===== src/rtl/cnn1d_pkg.sv =====
// Shared types and helpers for the cnn1d convolution cores.
//   pad_mode_t   : causal (zero-prefilled window) or valid (wait for a full window)
//   conv_state_t : IDLE / COMPUTE / FINISH states of the core FSM
//   clog2()      : ceiling log2 usable in parameter expressions
//   sat_trunc()  : fixed-point rescale, bias add and saturation to a DW-bit signed range
package cnn1d_pkg;

    typedef enum logic {
        PAD_CAUSAL = 1'b0,
        PAD_VALID  = 1'b1
    } pad_mode_t;

    typedef enum logic [1:0] {
        IDLE    = 2'd0,
        COMPUTE = 2'd1,
        FINISH  = 2'd2
    } conv_state_t;

    function automatic int clog2(input int value);
        int r;
        r = 0;
        for (int i = 0; i < 31; i++) begin
            if ((1 << i) < value) begin
                r = i + 1;
            end
        end
        return r;
    endfunction

    // Drops FRACTION bits of the product format, adds the bias (already in the
    // data format) and clamps to [-2^(dw-1), 2^(dw-1)-1]. Works on 64-bit
    // values so one helper serves every core width; callers truncate to dw.
    function automatic logic signed [63:0] sat_trunc(
        input logic signed [63:0] acc,
        input int                 frac,
        input logic signed [63:0] bias,
        input int                 dw
    );
        logic signed [63:0] r;
        logic signed [63:0] max_v;
        logic signed [63:0] min_v;
        r     = (acc >>> frac) + bias;
        max_v = (64'sd1 <<< (dw - 1)) - 64'sd1;
        min_v = -(64'sd1 <<< (dw - 1));
        if (r > max_v) begin
            r = max_v;
        end else if (r < min_v) begin
            r = min_v;
        end
        return r;
    endfunction

endpackage


===== src/rtl/conv1d_par_mac_lanes.sv =====
// Combinational multiply/accumulate slice for conv1d_par.
// Each call covers one beat: lane l multiplies tap (beat*NUM_MULTS + l) of the
// window by the matching weight; taps past the end of the filter contribute 0.
// Ports:
//   window  in  FILTER_SIZE x DATA_WIDTH   sample window, [0] newest
//   weights in  FILTER_SIZE x DATA_WIDTH   filter taps, [0] applies to newest
//   beat    in  BEAT_W                     current beat index
//   sum     out ACC_W (signed)             sum of the lane products for this beat
module conv1d_par_mac_lanes
    import cnn1d_pkg::*;
#(
    parameter int DATA_WIDTH  = 12,
    parameter int FILTER_SIZE = 5,
    parameter int NUM_MULTS   = 1,
    parameter int BEATS       = 5,
    parameter int BEAT_W      = 3,
    parameter int ACC_W       = 27
) (
    input  logic [FILTER_SIZE-1:0][DATA_WIDTH-1:0] window,
    input  logic [FILTER_SIZE-1:0][DATA_WIDTH-1:0] weights,
    input  logic [BEAT_W-1:0]                      beat,
    output logic signed [ACC_W-1:0]                sum
);

    // Operands are padded out to a whole number of beats so the last beat's
    // unused lanes see zero instead of needing a separate guard.
    localparam int TOT   = BEATS * NUM_MULTS;
    localparam int IDX_W = (clog2(TOT) < 1) ? 1 : clog2(TOT);

    logic [TOT-1:0][DATA_WIDTH-1:0] win_pad;
    logic [TOT-1:0][DATA_WIDTH-1:0] wgt_pad;
    logic [IDX_W-1:0]               idx;
    logic signed [2*DATA_WIDTH-1:0] prod [NUM_MULTS];

    always_comb begin
        win_pad = '0;
        wgt_pad = '0;
        for (int k = 0; k < FILTER_SIZE; k++) begin
            win_pad[k] = window[k];
            wgt_pad[k] = weights[k];
        end
    end

    always_comb begin
        idx = '0;
        sum = '0;
        for (int l = 0; l < NUM_MULTS; l++) begin
            idx     = IDX_W'(beat) * IDX_W'(NUM_MULTS) + IDX_W'(l);
            prod[l] = $signed(win_pad[idx]) * $signed(wgt_pad[idx]);
            sum     = sum + ACC_W'(prod[l]);
        end
    end

endmodule


===== src/rtl/conv1d_par.sv =====
// 1-D convolution core with NUM_MULTS parallel MAC lanes, configurable stride,
// causal/valid padding, saturating signed output, optional ReLU and a
// synchronous clear for sequence boundaries.
// Ports:
//   clk, rst (async, active low)
//   conv1d_clear_in            sync clear of window and counters
//   conv1d_ready_in  / conv1d_valid_in / conv1d_data_in    sample input stream
//   conv1d_weights, conv1d_bias                            static coefficients
//   conv1d_ready_out / conv1d_valid_out / conv1d_data_out  result stream
//   conv1d_state_dbg           current FSM state
//
// Handshake: a beat transfers on a rising edge where valid and ready are both
// high. The producer holds valid and data stable until that edge; ready may
// depend combinationally on state but never on the same-side valid.
module conv1d_par
    import cnn1d_pkg::*;
#(
    parameter int        DATA_WIDTH  = 12,
    parameter int        FRACTION    = 0,
    parameter int        FILTER_SIZE = 5,
    parameter int        NUM_MULTS   = 1,
    parameter int        STRIDE      = 1,
    parameter pad_mode_t PAD_MODE    = PAD_CAUSAL,
    parameter int        RELU_EN     = 1
) (
    input  logic                                   clk,
    input  logic                                   rst,
    input  logic                                   conv1d_clear_in,
    output logic                                   conv1d_ready_in,
    input  logic                                   conv1d_valid_in,
    input  logic [DATA_WIDTH-1:0]                  conv1d_data_in,
    input  logic [FILTER_SIZE-1:0][DATA_WIDTH-1:0] conv1d_weights,
    input  logic [DATA_WIDTH-1:0]                  conv1d_bias,
    input  logic                                   conv1d_ready_out,
    output logic                                   conv1d_valid_out,
    output logic [DATA_WIDTH-1:0]                  conv1d_data_out,
    output conv_state_t                            conv1d_state_dbg
);

    localparam int BEATS  = (FILTER_SIZE + NUM_MULTS - 1) / NUM_MULTS;
    localparam int ACC_W  = 2 * DATA_WIDTH + clog2(FILTER_SIZE);
    localparam int BEAT_W = (clog2(BEATS) < 1) ? 1 : clog2(BEATS);
    localparam int FILL_W = (clog2(FILTER_SIZE) < 1) ? 1 : clog2(FILTER_SIZE);
    localparam int STR_W  = (clog2(STRIDE) < 1) ? 1 : clog2(STRIDE);

    conv_state_t                            state_q, state_d;
    logic [FILTER_SIZE-1:0][DATA_WIDTH-1:0] win_q, win_d;
    logic [FILL_W-1:0]                      fill_q, fill_d;
    logic [STR_W-1:0]                       stride_q, stride_d;
    logic [BEAT_W-1:0]                      beat_q, beat_d;
    logic signed [ACC_W-1:0]                acc_q, acc_d;
    logic                                   valid_out_q, valid_out_d;
    logic [DATA_WIDTH-1:0]                  data_out_q, data_out_d;

    logic                    accept;
    logic                    eligible;
    logic signed [ACC_W-1:0] lane_sum;
    logic [DATA_WIDTH-1:0]   result;

    conv1d_par_mac_lanes #(
        .DATA_WIDTH (DATA_WIDTH),
        .FILTER_SIZE(FILTER_SIZE),
        .NUM_MULTS  (NUM_MULTS),
        .BEATS      (BEATS),
        .BEAT_W     (BEAT_W),
        .ACC_W      (ACC_W)
    ) u_mac_lanes (
        .window (win_q),
        .weights(conv1d_weights),
        .beat   (beat_q),
        .sum    (lane_sum)
    );

    // rst is folded in so the input port reads not-ready while reset is held.
    assign conv1d_ready_in  = rst && (state_q == IDLE) && !conv1d_clear_in;
    assign accept           = conv1d_valid_in && conv1d_ready_in;
    assign eligible         = (PAD_MODE == PAD_CAUSAL) ||
                              (fill_q >= FILL_W'(FILTER_SIZE - 1));
    assign conv1d_valid_out = valid_out_q;
    assign conv1d_data_out  = data_out_q;
    assign conv1d_state_dbg = state_q;

    // Final result from the finished accumulator.
    always_comb begin
        result = DATA_WIDTH'(sat_trunc(64'(acc_q), FRACTION,
                                       64'($signed(conv1d_bias)), DATA_WIDTH));
        if ((RELU_EN != 0) && result[DATA_WIDTH-1]) begin
            result = '0;
        end
    end

    always_comb begin
        state_d     = state_q;
        win_d       = win_q;
        fill_d      = fill_q;
        stride_d    = stride_q;
        beat_d      = beat_q;
        acc_d       = acc_q;
        valid_out_d = valid_out_q;
        data_out_d  = data_out_q;

        // Output handshake; FINISH may reload in the same cycle below.
        if (valid_out_q && conv1d_ready_out) begin
            valid_out_d = 1'b0;
        end

        if (conv1d_clear_in) begin
            // Sequence boundary: drop any result in progress, keep the one
            // already presented on the output.
            state_d  = IDLE;
            win_d    = '0;
            fill_d   = '0;
            stride_d = '0;
            beat_d   = '0;
            acc_d    = '0;
        end else begin
            case (state_q)
                IDLE: begin
                    if (accept) begin
                        win_d[0] = conv1d_data_in;
                        for (int k = 1; k < FILTER_SIZE; k++) begin
                            win_d[k] = win_q[k-1];
                        end
                        if (fill_q != FILL_W'(FILTER_SIZE - 1)) begin
                            fill_d = fill_q + FILL_W'(1);
                        end
                        if (eligible) begin
                            if (stride_q == '0) begin
                                state_d = COMPUTE;
                                acc_d   = '0;
                                beat_d  = '0;
                            end
                            if (stride_q == STR_W'(STRIDE - 1)) begin
                                stride_d = '0;
                            end else begin
                                stride_d = stride_q + STR_W'(1);
                            end
                        end
                    end
                end
                COMPUTE: begin
                    acc_d = acc_q + lane_sum;
                    if (beat_q == BEAT_W'(BEATS - 1)) begin
                        beat_d  = '0;
                        state_d = FINISH;
                    end else begin
                        beat_d = beat_q + BEAT_W'(1);
                    end
                end
                FINISH: begin
                    if (!valid_out_q || conv1d_ready_out) begin
                        data_out_d  = result;
                        valid_out_d = 1'b1;
                        state_d     = IDLE;
                    end
                end
                default: begin
                    state_d = IDLE;
                end
            endcase
        end
    end

    always_ff @(posedge clk or negedge rst) begin
        if (!rst) begin
            state_q     <= IDLE;
            win_q       <= '0;
            fill_q      <= '0;
            stride_q    <= '0;
            beat_q      <= '0;
            acc_q       <= '0;
            valid_out_q <= 1'b0;
            data_out_q  <= '0;
        end else begin
            state_q     <= state_d;
            win_q       <= win_d;
            fill_q      <= fill_d;
            stride_q    <= stride_d;
            beat_q      <= beat_d;
            acc_q       <= acc_d;
            valid_out_q <= valid_out_d;
            data_out_q  <= data_out_d;
        end
    end

endmodule


===== config.mk =====
export PLATFORM = sky130hd
export DESIGN_NAME = conv1d_par
export DESIGN_NICKNAME = d
export VERILOG_FILES = /design/src/rtl/cnn1d_pkg.sv /design/src/rtl/conv1d_par_mac_lanes.sv /design/src/rtl/conv1d_par.sv
export SDC_FILE = /design/constraint.sdc
export NUM_CORES = 1
export LEC_CHECK = 0
export CAP_MARGIN = 20
export CORE_ASPECT_RATIO = 1.5
export CORE_MARGIN = 5
export CORE_UTILIZATION = 40
export DETAILED_ROUTE_END_ITERATION = 12
export GPL_TIMING_DRIVEN = 0
export PLACE_DENSITY = 0.69
export SLEW_MARGIN = 20
export SYNTH_ARGS = -nofsm -noshare
export SYNTH_HDL_FRONTEND = slang
export SYNTH_SLANG_ARGS = --single-unit
export TNS_END_PERCENT = 5

===== constraint.sdc =====
create_clock -name clk -period 6.7 [get_ports clk]
set_input_delay 1.005 -clock clk [delete_from_list [all_inputs] [get_ports clk]]
set_output_delay 1.005 -clock clk [all_outputs]
set_load 0.05 [all_outputs]

# Word level (Yosys, flattened, before mapping)
# Cells that the tools add are included.
[op_classes]
addsub = 4
n_mul = 1
n_lt_le_gt_ge = 3
eq_ne = 7
muxes = 33
bitwise_logic = 1
reduce_logical = 15
[ops]
columns = ["operator", "n"]
rows = [
  ["two-way mux 60 bit", 3],
  ["two-way mux 27 bit", 3],
  ["binary-select mux 12 bit (select 3 bit)", 2],
  ["case mux 27 bit (2 select lines)", 1],
  ["two-way mux 12 bit", 4],
  ["adder 27 x 12 -> 28 bit", 1],
  ["greater-than comparator 28 x 12 -> 1 bit (second input constant)", 1],
  ["less-than comparator 28 x 12 -> 1 bit (second input constant)", 1],
  ["adder 27 x 24 -> 27 bit", 1],
  ["multiplier 12 x 12 -> 24 bit", 1],
  ["two-way mux 3 bit", 4],
  ["inequality test 3 bit (second input constant)", 4],
  ["two-way mux 11 bit", 1],
  ["two-way mux 2 bit", 5],
  ["two-way mux 1 bit", 8],
  ["case mux 2 bit (3 select lines)", 1],
  ["case mux 3 bit (2 select lines)", 1],
  ["AND reduction 3 bit", 2],
  ["logical AND 1 bit", 4],
  ["less-than comparator 3 x 4 -> 1 bit (second input constant)", 1],
  ["AND reduction 4 bit", 1],
  ["nonzero test 2 bit", 2],
  ["adder 3 x 1 -> 3 bit (second input constant)", 1],
  ["== test 3 bit (second input constant)", 1],
  ["other kinds (9)", 10],
]
[word_totals]
reg_bits = 106
in_bits = 89
output_inout_bits = 16
wordCells = 75

# Depth between registers and ports, before layout
[depth]
depth_word = 7
mapped_depth = 28
mapped_depth_nobuf = 26

# Cells and area by module
# A second synthesis with hierarchy kept.
[hier_totals]
hier_cells = 1582
area_unflattened_um2 = 13691.9
[modules_own_cells]
columns = ["module", "instances", "cells_per_inst", "area_per_inst_um2", "seq_area_each_um2"]
rows = [
  ["conv1d_par", 1, 824, 7145.6, 2602.5],
  ["conv1d_par_mac_lanes", 1, 758, 6546.3, 0.0],
]

# Least setup slack after synthesis
# OpenSTA, ideal clock, no wires.
[synth_timing]
path_kind = "flip-flop to flip-flop"
start = "register beat_q[2]"
end = "register acc_q[26]"
setup_ns = 0.121
arrival_ns = 7.328
t_required_ns = 6.579
setup_slack_ns = -0.749
stages_incl_launch_ff = 27
path_buffers = 3
synth_period_minus_slack_ns = 7.449
cell_sequence = "dfrtp_1 -> clkbuf_1 -> inv_1 -> nor3_1 -> clkbuf_1 -> a22oi_1 -> clkbuf_1 -> or2_2 -> fa_1 -> fa_1 -> inv_1 -> fa_1 -> fa_1 -> inv_1 -> fa_1 -> inv_1 -> ha_1 -> ha_1 -> a21o_1 -> a21o_1 -> nor3b_1 -> nand3_1 -> a41oi_1 -> o21bai_1 -> a21oi_1 -> xnor2_1 -> a22o_1"
[synth_between]
elab_chain_len = 6
word_cells_on_any_way = 8
classes_between = "add/sub: 1; mul: 1; mux: 6"
[synth_lines]
columns = ["element", "line", "text"]
rows = [
  ["from (decl)", "conv1d_par.sv:50", "logic [BEAT_W-1:0] beat_q, beat_d;"],
  ["from (signal assigned)", "conv1d_par.sv:179", "beat_q <= beat_d;"],
  ["binary-select mux 12 bit (select 3 bit)", "conv1d_par_mac_lanes.sv:49", "prod[l] = $signed(win_pad[idx]) * $signed(wgt_pad[idx]);"],
  ["two-way mux 12 bit (not written as such)", "conv1d_par_mac_lanes.sv:49", ""],
  ["multiplier 12 x 12 -> 24 bit (*)", "conv1d_par_mac_lanes.sv:49", ""],
  ["adder 27 x 24 -> 27 bit (*)", "conv1d_par.sv:142", "acc_d = acc_q + lane_sum;"],
  ["case mux 27 bit (2 select lines) (*)", "conv1d_par.sv:117", "case (state_q)"],
  ["two-way mux 27 bit (*)", "conv1d_par.sv:107", "if (conv1d_clear_in) begin"],
  ["to (signal assigned)", "conv1d_par.sv:171", "acc_q <= '0;"],
  ["to (signal assigned)", "conv1d_par.sv:180", "acc_q <= acc_d;"],
  ["to (decl)", "conv1d_par.sv:51", "logic signed [ACC_W-1:0] acc_q, acc_d;"],
]
# Mark *: on every way between the ends. The rest lies on a longest branch, timed or not. The select of a mux whose other input is x is not followed.
# A chain may end at the register's enable or synchronous reset.

# Worst setup path after layout
[layout_timing]
start = "input port conv1d_weights[47] (netlist name)"
end = "register acc_q[21]"
[layout_between]
elab_chain_len = 6
[layout_lines]
columns = ["element", "line", "text"]
rows = [
  ["from (decl)", "conv1d_par.sv:32", "input logic [FILTER_SIZE-1:0][DATA_WIDTH-1:0] conv1d_weights,"],
  ["binary-select mux 12 bit (select 3 bit)", "conv1d_par_mac_lanes.sv:49", ""],
  ["two-way mux 12 bit (not written as such)", "conv1d_par_mac_lanes.sv:49", ""],
  ["multiplier 12 x 12 -> 24 bit", "conv1d_par_mac_lanes.sv:49", ""],
  ["adder 27 x 24 -> 27 bit", "conv1d_par.sv:142", ""],
  ["case mux 27 bit (2 select lines)", "conv1d_par.sv:117", ""],
  ["two-way mux 27 bit", "conv1d_par.sv:107", ""],
]
# No other way between the ends. The select of a mux whose other input is x is not followed.

==> key figures <==
Synthesis
  – Post-synth net total: 1859
  – Syn avg cell area: 9.03 um^2
  – Cell Area, Synth: 0.0135 mm^2
  – Dominant synthesized flop cell: dfrtp_1
  – Adder-Cell Fraction of Synth Area: 35.6%
  – Post-synthesis simple-gate area fraction: 18.3%
  – Main combinational cell family by area after synthesis: adder cells
  – Sequential area share after synthesis: 19.3%
  – EDFF count, synth: 0
  – Synth warnings: 0
  – Synth Instances: 1492
  – FF+latch count, synth: 104
  – Compound-gate portion of the synthesized area: 12.0%
  – Synth cell types: 65
  – Mux cell area share after synthesis: 4.45%
  – Async S/R FF share, synth: 100%
  – Xor/xnor share of the synthesized area: 2.47%

Finish
  – Fraction of layout cells with a size suffix above 1: 12.3%
  – Total Nets Final: 2006
  – Commonest non-fill, non-tap cell in the layout: nand2_1
  – Antenna Cells: 0
  – Most frequent cells in the layout: nand2_1, inv_1, fa_1
  – Fin area: 0.0162 mm^2
  – Area grow syn2layout: 20.6%

Timing
  – Actual slew at the worst max-slew pin: 916 ps
  – Slew Viols, Final: 0
  – RSZ-0062 raised after global routing: true
  – PnR worst setup slack: -342 ps
  – Clock skew: 7.24 ps
  – Min Tclk post-route: 7040 ps
  – Fin. Hold Viols: 0
  – Fmax: 142 MHz
  – Final setup violation count: 11
  – Slew headroom: 38.9%
  – Period utilization: 105%

Routing
  – DR iter-0 viols: 444
  – Vias/cell: 5.35
  – M1 WL: 13800 um
  – Highest routed layer: met4
  – DR WL met3: 1240 um
  – Drt pass-1 iters: 5
  – DRC viols: 0
  – Total Wirelength: 37100 um
  – Drt wl/cell: 18.0 um
  – Antenna Violating Nets Remaining: 0
  – Via count: 11000
  – Met2 wire len: 20300 um

Floorplanning
  – Die Y: 235 um
  – Die ar.: 0.0375 mm^2
  – I/O pins: 105
  – Chip width: 160 um
  – Initial Util: 40.4%
  – Rows: 82
  – Core ar.: 0.0333 mm^2

Critical path
  – Worst Path Max Fanout: 5
  – Worst Path Required: 6960 ps
  – CP startpoint kind: input pin
  – Arr. time, crit path: 7310 ps
  – CP Class: input pin to register
  – Worst Setup End Kind: register

Clock network
  – Clk root buf: clkbuf_16
  – CTS buffer count: 9
  – TritonCTS clock tree: done
  – # hold bufs at CTS: 0
  – Clk_lat worst skew: 380 ps
  – Clock transition at path regs: 80 ps
  – Clock sink total: 104
  – Clock buffer depth: 2
  – H-tree levels: 3

Power and ir drop
  – NetSw: 2290 uW
  – Total power: 4910 uW
  – LEAKAGE: 0.00780 uW
  – Switch share: 46.6%
  – VDD IR max: 0.232 mV
  – Combinational share of power: 73.2%
  – Internal power: 2620 uW
  – Power per cell area: 303 mW/mm^2
  – Power share of the clock group: 11.8%
  – Part of the power in registers: 15.1%

Place
  – Gpl congestion: 0.915
  – Port buffer count: 103
  – Dpl hpwl: 30600 um
  – Setup Slack @ Placement: -1310 ps
  – Placed Area: 0.0152 mm^2

GRT
  – Pin count of the biggest net entering global routing: 68
  – Vias in the first global route: 11900
  – Grt ovf: 0
  – Initial antenna violation count: 0
  – Total global-route track usage: 19.7%
  – First-pass GRT wire length: 60100 um

Job
  – Max Cap Viol: 0

Hold path
  – Hold Path Class: register to register

Outcome
  – Failing checks: negative setup slack
  – Status: complete, but fails checks
==> routing by layer <==
metal	up-vias	GRT usage, %
met5	-	0
met4	0	9.29
met3	93	2.24
met2	274	38.1
met1	5483	21.0
li1	5187	-
==> repair_timing <==
action | CTS | global route
setup buffers | 25 | 6
endpoints found under the setup margin | 17 | 15
cloned | 1 | 1
pin swaps | 51 | 23
gates resized for setup | 91 | 18
==> flip-flops by register name (all words and copies together) (netlist names) <==
name	count
win_q	60
conv1d_state_dbg	2
conv1d_data_out	11
acc_q	27
conv1d_valid_out	1
beat_q	3
==> critical path: stages <==
cell and delay, ps:
clkdlybuf4s50_1 390, mux4_2 470, a22oi_2 370, clkbuf_8 230
nor2_1 60, fa_1 490, fa_1 570, fa_1 460
fa_1 520, fa_1 500, ha_1 350, ha_4 290
a21oi_4 170, and2_4 190, a2bb2oi_4 160, o31ai_4 100
o211ai_1 190, buf_4 160, nor2b_2 160, o21ai_1 90
xor2_1 140, a22o_1 200
==> final timing paths <==
path,start,end,slack [ps],cells past startpoint
worst max-delay path,conv1d_weights[47],acc_q[21]$_DFFE_PN0P_,-340,22
worst min-delay path,win_q[25]$_DFFE_PN0P_,win_q[37]$_DFFE_PN0P_,500,2
worst max register to register,beat_q[2]$_DFFE_PN0P_,acc_q[21]$_DFFE_PN0P_,-270,24
worst min register to register,win_q[25]$_DFFE_PN0P_,win_q[37]$_DFFE_PN0P_,500,2
max in group asynchronous,rst,win_q[41]$_DFFE_PN0P_,5480,2
min in group asynchronous,rst,acc_q[25]$_DFFE_PN0P_,530,1
==> cell type report <==
cell class / count / area (um^2)
fillers: 3056 / 17100
multi-input cells: 1110 / 10300
flip-flops and latches: 104 / 2610
repair buffers: 137 / 1320
inverters: 213 / 800
well taps: 420 / 526
plain buffers: 64 / 363
clock buffers: 10 / 229
clock inverters: 6 / 83.8
==> synthesized netlist by cell type (4+ instances only) <==
master,number,area [um^2]
nor3b_1,7,52.6
mux2_2,13,146
o21a_1,13,97.6
a32o_1,4,40.0
and2_1,12,75.1
nor2_1,112,420
nand3b_1,58,435
nand2_1,226,848
nand4_1,5,31.3
nand2b_1,13,81.3
or3_1,4,25.0
mux4_2,12,270
nor3_1,14,70.1
dfrtp_1,104,2600
inv_1,213,800
a211oi_1,5,37.5
fa_1,176,3520
buf_2,5,25.0
ha_1,102,1280
nand3_1,17,85.1
and3_1,8,50.1
nor2b_1,11,68.8
nor4_1,5,31.3
a22o_1,28,245
or2_2,6,37.5
o21bai_1,7,52.6
mux2i_1,16,160
a21o_1,24,180
a21oi_1,65,325
nor4_2,9,113
a31oi_1,8,50.1
o211ai_1,5,37.5
clkbuf_1,56,210
xor2_1,8,70.1
o21ai_1,10,50.1
o21ai_0,38,190
a22oi_1,8,60.1
xnor2_1,30,263
==> per-stage QoR <==
step | std cells | hold slack, ps | setup TNS, ps | utilization, %
floorplan | 1492 | 455 | -7.24 | -
global placement | 2015 | 467 | -43120 | 45.6
detailed placement | 2016 | 479 | -15490 | 45.7
CTS | 2057 | 498 | -1910 | 48.3
global route | 2064 | 525 | -4360 | 48.7
finish | 2064 | 500 | -2010 | 48.7
==> kinds of logic after synthesis <==
family / after synthesis
other cells: 1
fa+ha+maj: 278
flops: 104
xor+xnor: 38
buf+inv: 278
compound gates: 239
mux: 43
simple gates: 511
==> power by group through the flow <==
| stage | sequential [uW] | clock, uW | combinational, uW |
|---|---|---|---|
| global placement | 754 | 0 | 3150 |
| global route | 750 | 605 | 4040 |
| floorplan | 730 | 0 | 2560 |
| finish | 742 | 578 | 3590 |
| detailed placement | 754 | 0 | 3200 |
| CTS | 742 | 583 | 3480 |
No activity file was read; power rests on OpenSTA's default activity.
==> edit 1, RTL diff (same settings) <==
Change the parameter `RELU_EN` from 1 to 0.
--- a/src/rtl/conv1d_par.sv
+++ b/src/rtl/conv1d_par.sv
@@ -22,5 +22,5 @@
     parameter int        STRIDE      = 1,
     parameter pad_mode_t PAD_MODE    = PAD_CAUSAL,
-    parameter int        RELU_EN     = 1
+    parameter int        RELU_EN     = 0
 ) (
     input  logic                                   clk,
Function: no difference found for any inputs over 4 cycles, from zero or initial values and one cycle with rst low; that may be too few to reach the edited logic, so the function may still have changed.
==> edit 1 against the original RTL <==
Via count up 5.9%. Global-route usage up 2.8 points. Setup slack better by 0.19 ns. Synthesized cell count about the same. Wire length up 13%. Power down 29%. Die area down 1.2%. Area after synthesis down 1.3%. Sequential cell count up 1. Final area up 5.7%. The run still ends with negative setup slack left.
==> edit 1: results <==
export IMPL_status="finished, violations left"
export IMPL_violations="negative setup slack"
export IMPL_hp_start="conv1d_data_out[11]"
export IMPL_drive_above_1_share=0.181
export IMPL_cts_resized_gates=270
export IMPL_postPlaceCellArea_um2=15000
export IMPL_wl_met2_mm=21.5
export IMPL_yosysSeqAreaShare=0.197
export IMPL_synth_area_top_cells="fa_1 (26%), dfrtp_1 (20%), ha_1 (9.6%)"
export IMPL_multi_input_area_um2=10400
export IMPL_timing_final_ws_setup_ns=-0.149
export IMPL_worst_r2r_endpoint="acc_q[24]"
export IMPL_hpwl_mm=31.7
export IMPL_gp_congestion=0.943
export IMPL_drtIter0Drc=827
export IMPL_synthTopCellsByCount="nand2_1 (216), inv_1 (212), fa_1 (176), nor2_1 (119), a21oi_1 (114)"
export IMPL_vdd_drop_max_v=0.000128
export IMPL_syn_area_per_cell_um2=8.92
export IMPL_use_met2=0.408
export IMPL_via_per_inst=5.48
export IMPL_route_met3_wl_mm=2.71
export IMPL_synth_nets=1858
export IMPL_crit_path_max_incr_delay_ns=0.61
export IMPL_wl_mm=41.9
export IMPL_synth_compound_area_share=0.144
export IMPL_final_fill_count=2843
export IMPL_port_buffers=104
export IMPL_pre_cts_slack_ns=-2.06
export IMPL_synthAdderAreaFrac=0.361
export IMPL_synth_ff_type="dfrtp_1"
export IMPL_use_met1=0.243
export IMPL_min_to="conv1d_data_out[11]"
export IMPL_p_int_uw=1930
export IMPL_grt_pass1_vias=12653
export IMPL_track_usage=0.225
export IMPL_startpoint="conv1d_weights[45]"
export IMPL_grt_pass1_wl_mm=67.1
export IMPL_arrival_ns=7.11
export IMPL_vias=11688
export IMPL_final_net_count=2078
export IMPL_hold_slack_ns=0.502
export IMPL_wl_met1_mm=14.5
export IMPL_setup_viol=4
export IMPL_grt_max_degree=73
export IMPL_skew_ns=0.00686
export IMPL_post_place_cells=2012
export IMPL_muxShareOfSynthArea=0.0388
export IMPL_use_met3=0.0397
export IMPL_r2r_slack_ns=-0.11
-- edit 1: cell count changes in the layout (fill, tap and decap cells not counted), sizes merged, moves of 10 or more --
cell / before / now
o22a: 0 / 13
clkdlybuf4s50: 102 / 52
mux4: 12 / 2
nand2: 226 / 216
o21ai: 49 / 27
dlygate4sd2: 0 / 42
nand3b: 58 / 16
a21oi: 65 / 116
o22ai: 2 / 16
mux2i: 16 / 46
mux2: 15 / 1
buf: 44 / 124
-- edit 1: worst register-to-register path, stage by stage (launching register included) --
cell       delay, ns
dfrtp_2         0.50
buf_6           0.16
nor2_4          0.18
buf_4           0.17
buf_8           0.14
a21oi_2         0.07
o22ai_2         0.12
clkbuf_8        0.19
nand2_2         0.10
fa_2            0.48
fa_1            0.58
inv_1           0.06
fa_1            0.49
fa_1            0.54
fa_1            0.43
fa_1            0.54
ha_4            0.22
a2111oi_4       0.35
o21ai_4         0.13
a31oi_4         0.26
o211ai_1        0.16
buf_4           0.17
a31o_4          0.22
a21oi_4         0.16
xnor2_2         0.08
a22o_1          0.21
-- edit 1: final cells by class --
| class | instances | share of cell area |
|---|---|---|
| Multi-Input combinational cell | 1103 | 0.608 |
| Clock buffer | 9 | 0.0131 |
| Timing Repair Buffer | 211 | 0.112 |
| Buffer | 69 | 0.0305 |
| Clock inverter | 7 | 0.00532 |
| Tap cell | 415 | 0.0302 |
| Inverter | 212 | 0.0474 |
| Sequential cell | 105 | 0.153 |
-- edit 1: power by group through the flow --
stage / registers [uW] / logic (uW) / clock network (uW)
3_5_place_dp: 724 / 1840 / 0
4_1_cts: 711 / 2100 / 575
5_1_grt: 716 / 2440 / 600
2_1_floorplan: 720 / 1360 / 0
6_report: 711 / 2210 / 571
3_3_place_gp: 723 / 1800 / 0
==> edit 2, RTL diff (same settings) <==
Without the edit above. Take the reset off `data_out_q` and load it in a clocked block of its own.
--- a/src/rtl/conv1d_par.sv
+++ b/src/rtl/conv1d_par.sv
@@ -171,5 +171,4 @@
             acc_q       <= '0;
             valid_out_q <= 1'b0;
-            data_out_q  <= '0;
         end else begin
             state_q     <= state_d;
@@ -180,6 +179,9 @@
             acc_q       <= acc_d;
             valid_out_q <= valid_out_d;
-            data_out_q  <= data_out_d;
         end
+    end
+
+    always_ff @(posedge clk) begin
+        data_out_q <= data_out_d;
     end
 
Function: same outputs for any inputs over 4 cycles, from zero or initial values and one cycle with rst low; that may be too few to reach the edited logic, so the function may still have changed.
==> edit 2 against the original RTL <==
The flow still finishes with violations (negative setup slack). Setup slack better by 0.22 ns. Global-route usage grew 1.6 points. Register-to-register slack improved by 0.16 ns. Fmax rose by 3.2%. Synthesized cell count shrank 1.2%. Utilization is 2.6 points higher. Sequential power decreased by 3.4%. Power down 28%. Final area rose by 3.4%. Critical endpoint is now acc_q[23]. Area after synthesis decreased by 1.5%. Wire length increased by 6.1%. Sequential cell count is the same. Clock skew rose by 0.0074 ns. Die area shrank 1.4%.
==> edit 2: results <==
export IMPL_status="finished, violations left"
export IMPL_violations="negative setup slack"
export IMPL_final_net_count=2028
export IMPL_via_per_inst=5.52
export IMPL_synth_edf_count=11
export IMPL_largest_reg_flops=60
export IMPL_synthArstFlopShare=0.894
export IMPL_track_usage=0.213
export IMPL_synth_compound_area_share=0.150
export IMPL_cts_max_level=3
export IMPL_cts_root_buffer="clkbuf_16"
export IMPL_drive_above_1_share=0.169
export IMPL_postPlaceCellArea_um2=15000
export IMPL_hp_class="input port to async pin"
export IMPL_timing_final_ws_setup_ns=-0.126
export IMPL_synthTopCellsByCount="inv_1 (212), nand2_1 (206), fa_1 (176), nor2_1 (121), a21oi_1 (113)"
export IMPL_worstSkewPairLatency_ns=0.39
export IMPL_synthAdderAreaFrac=0.362
export IMPL_routedWlPerCell_um=18.9
export IMPL_synth_nets=1841
export IMPL_p_leak_uw=0.00758
export IMPL_gp_congestion=0.918
export IMPL_vdd_drop_max_v=0.000161
export IMPL_port_buffers=103
export IMPL_grt_pass1_vias=12071
export IMPL_drtIter0Drc=688
export IMPL_cp_max_fo=5
export IMPL_skew_ns=0.0146
export IMPL_yosysSeqAreaShare=0.200
export IMPL_arrival_ns=7.10
export IMPL_grt_max_degree=58
export IMPL_p_switching_uw=1550
export IMPL_maxSlewHeadroom=0.435
export IMPL_muxShareOfSynthArea=0.0388
export IMPL_synth_area_top_cells="fa_1 (27%), dfrtp_1 (18%), ha_1 (9.6%)"
export IMPL_setup_tns_ns=-0.321
export IMPL_yosysWarningCount=0
export IMPL_synth_cell_types=78
export IMPL_setup_viol=3
export IMPL_synthXorXnorAreaFrac=0.0238
export IMPL_hpwl_mm=30.2
export IMPL_grt_pass1_wl_mm=63.1
==> edit 2: layout make-up <==
cell class              instances  area (um2)
fillers                      2898       15900
multi-input cells            1093       10400
inverters                     212         806
plain buffers                  65         507
flip-flops and latches        104        2660
clock inverters                 5        51.3
clock buffers                  10         239
well taps                     415         519
repair buffers                176        1630
==> edit 2: final timing paths <==
kind                             endpoint                from  slack, ns  cells past startpoint
worst max-delay path            acc_q[23]  conv1d_weights[43]      -0.13                     22
max in group asynchronous       acc_q[13]                 rst       5.53                      2
worst min-delay path            win_q[38]                 rst       0.51                      1
worst max register to register  acc_q[23]           beat_q[2]      -0.11                     22
min in group clk                win_q[59]           win_q[59]       0.53                      2
worst min register to register  win_q[59]           win_q[59]       0.53                      2
==> edit 2: cell families (layout without fill, tap and decap cells) <==
logic type / after synthesis / count (layout)
buffers and inverters: 277 / 468
AOI/OAI and AO/OA: 295 / 295
DFF: 104 / 104
and+or+nand+nor: 434 / 434
other: 1 / 1
adders and majority gates: 278 / 278
xor gates and xnor gates: 36 / 36
muxes: 49 / 49
==> edit 2: timing repair <==
action                                  CTS  global route
hold endpoints to repair                  0             0
gates cloned                              2             0
endpoints found under the setup margin   18             9
resized for setup                       203            63
setup buffers                            54            16
pin swaps                                67            67
==> edit 2: critical path, cell delays in order <==
cell and delay (ns):
clkdlybuf4s50_1 0.47, mux2i_1 0.08, o22ai_2 0.29, clkbuf_8 0.21, buf_4 0.12, and2_4 0.13
fa_2 0.46, fa_1 0.52, fa_1 0.53, fa_1 0.58, fa_1 0.46, ha_4 0.27
ha_4 0.28, and3_4 0.20, nand3_4 0.08, a211oi_4 0.28, o31ai_4 0.13, a311oi_2 0.40
a21o_1 0.16, a21oi_1 0.07, xnor2_1 0.15, a22o_1 0.21
==> edit 2: power groups by stage <==
stage               registers (uW)  clock network [uW]  logic [uW]
floorplan                      716                   0        1450
global placement               729                   0        1880
detailed placement             730                   0        1920
CTS                            718                 566        2110
global route                   720                 585        2490
finish                         717                 557        2250
==> edit 2: routing by layer <==
layer  track usage  routed length [um]
met1         0.251               15000
met2         0.378               20500
met3        0.0341                2110
met4         0.101                1780
met5             0                   0
==> edit 2: stage by stage <==
| step | std cells | setup slack [ns] | hold WS [ns] |
|---|---|---|---|
| 3_3_place_gp | 1992 | -1.22 | 0.515 |
| 5_1_grt | 2080 | -0.327 | 0.538 |
| 2_1_floorplan | 1474 | 0.00360 | 0.491 |
| 6_report | 2080 | -0.126 | 0.515 |
| 4_1_cts | 2064 | -0.0793 | 0.513 |
| 3_5_place_dp | 1993 | -1.28 | 0.524 |
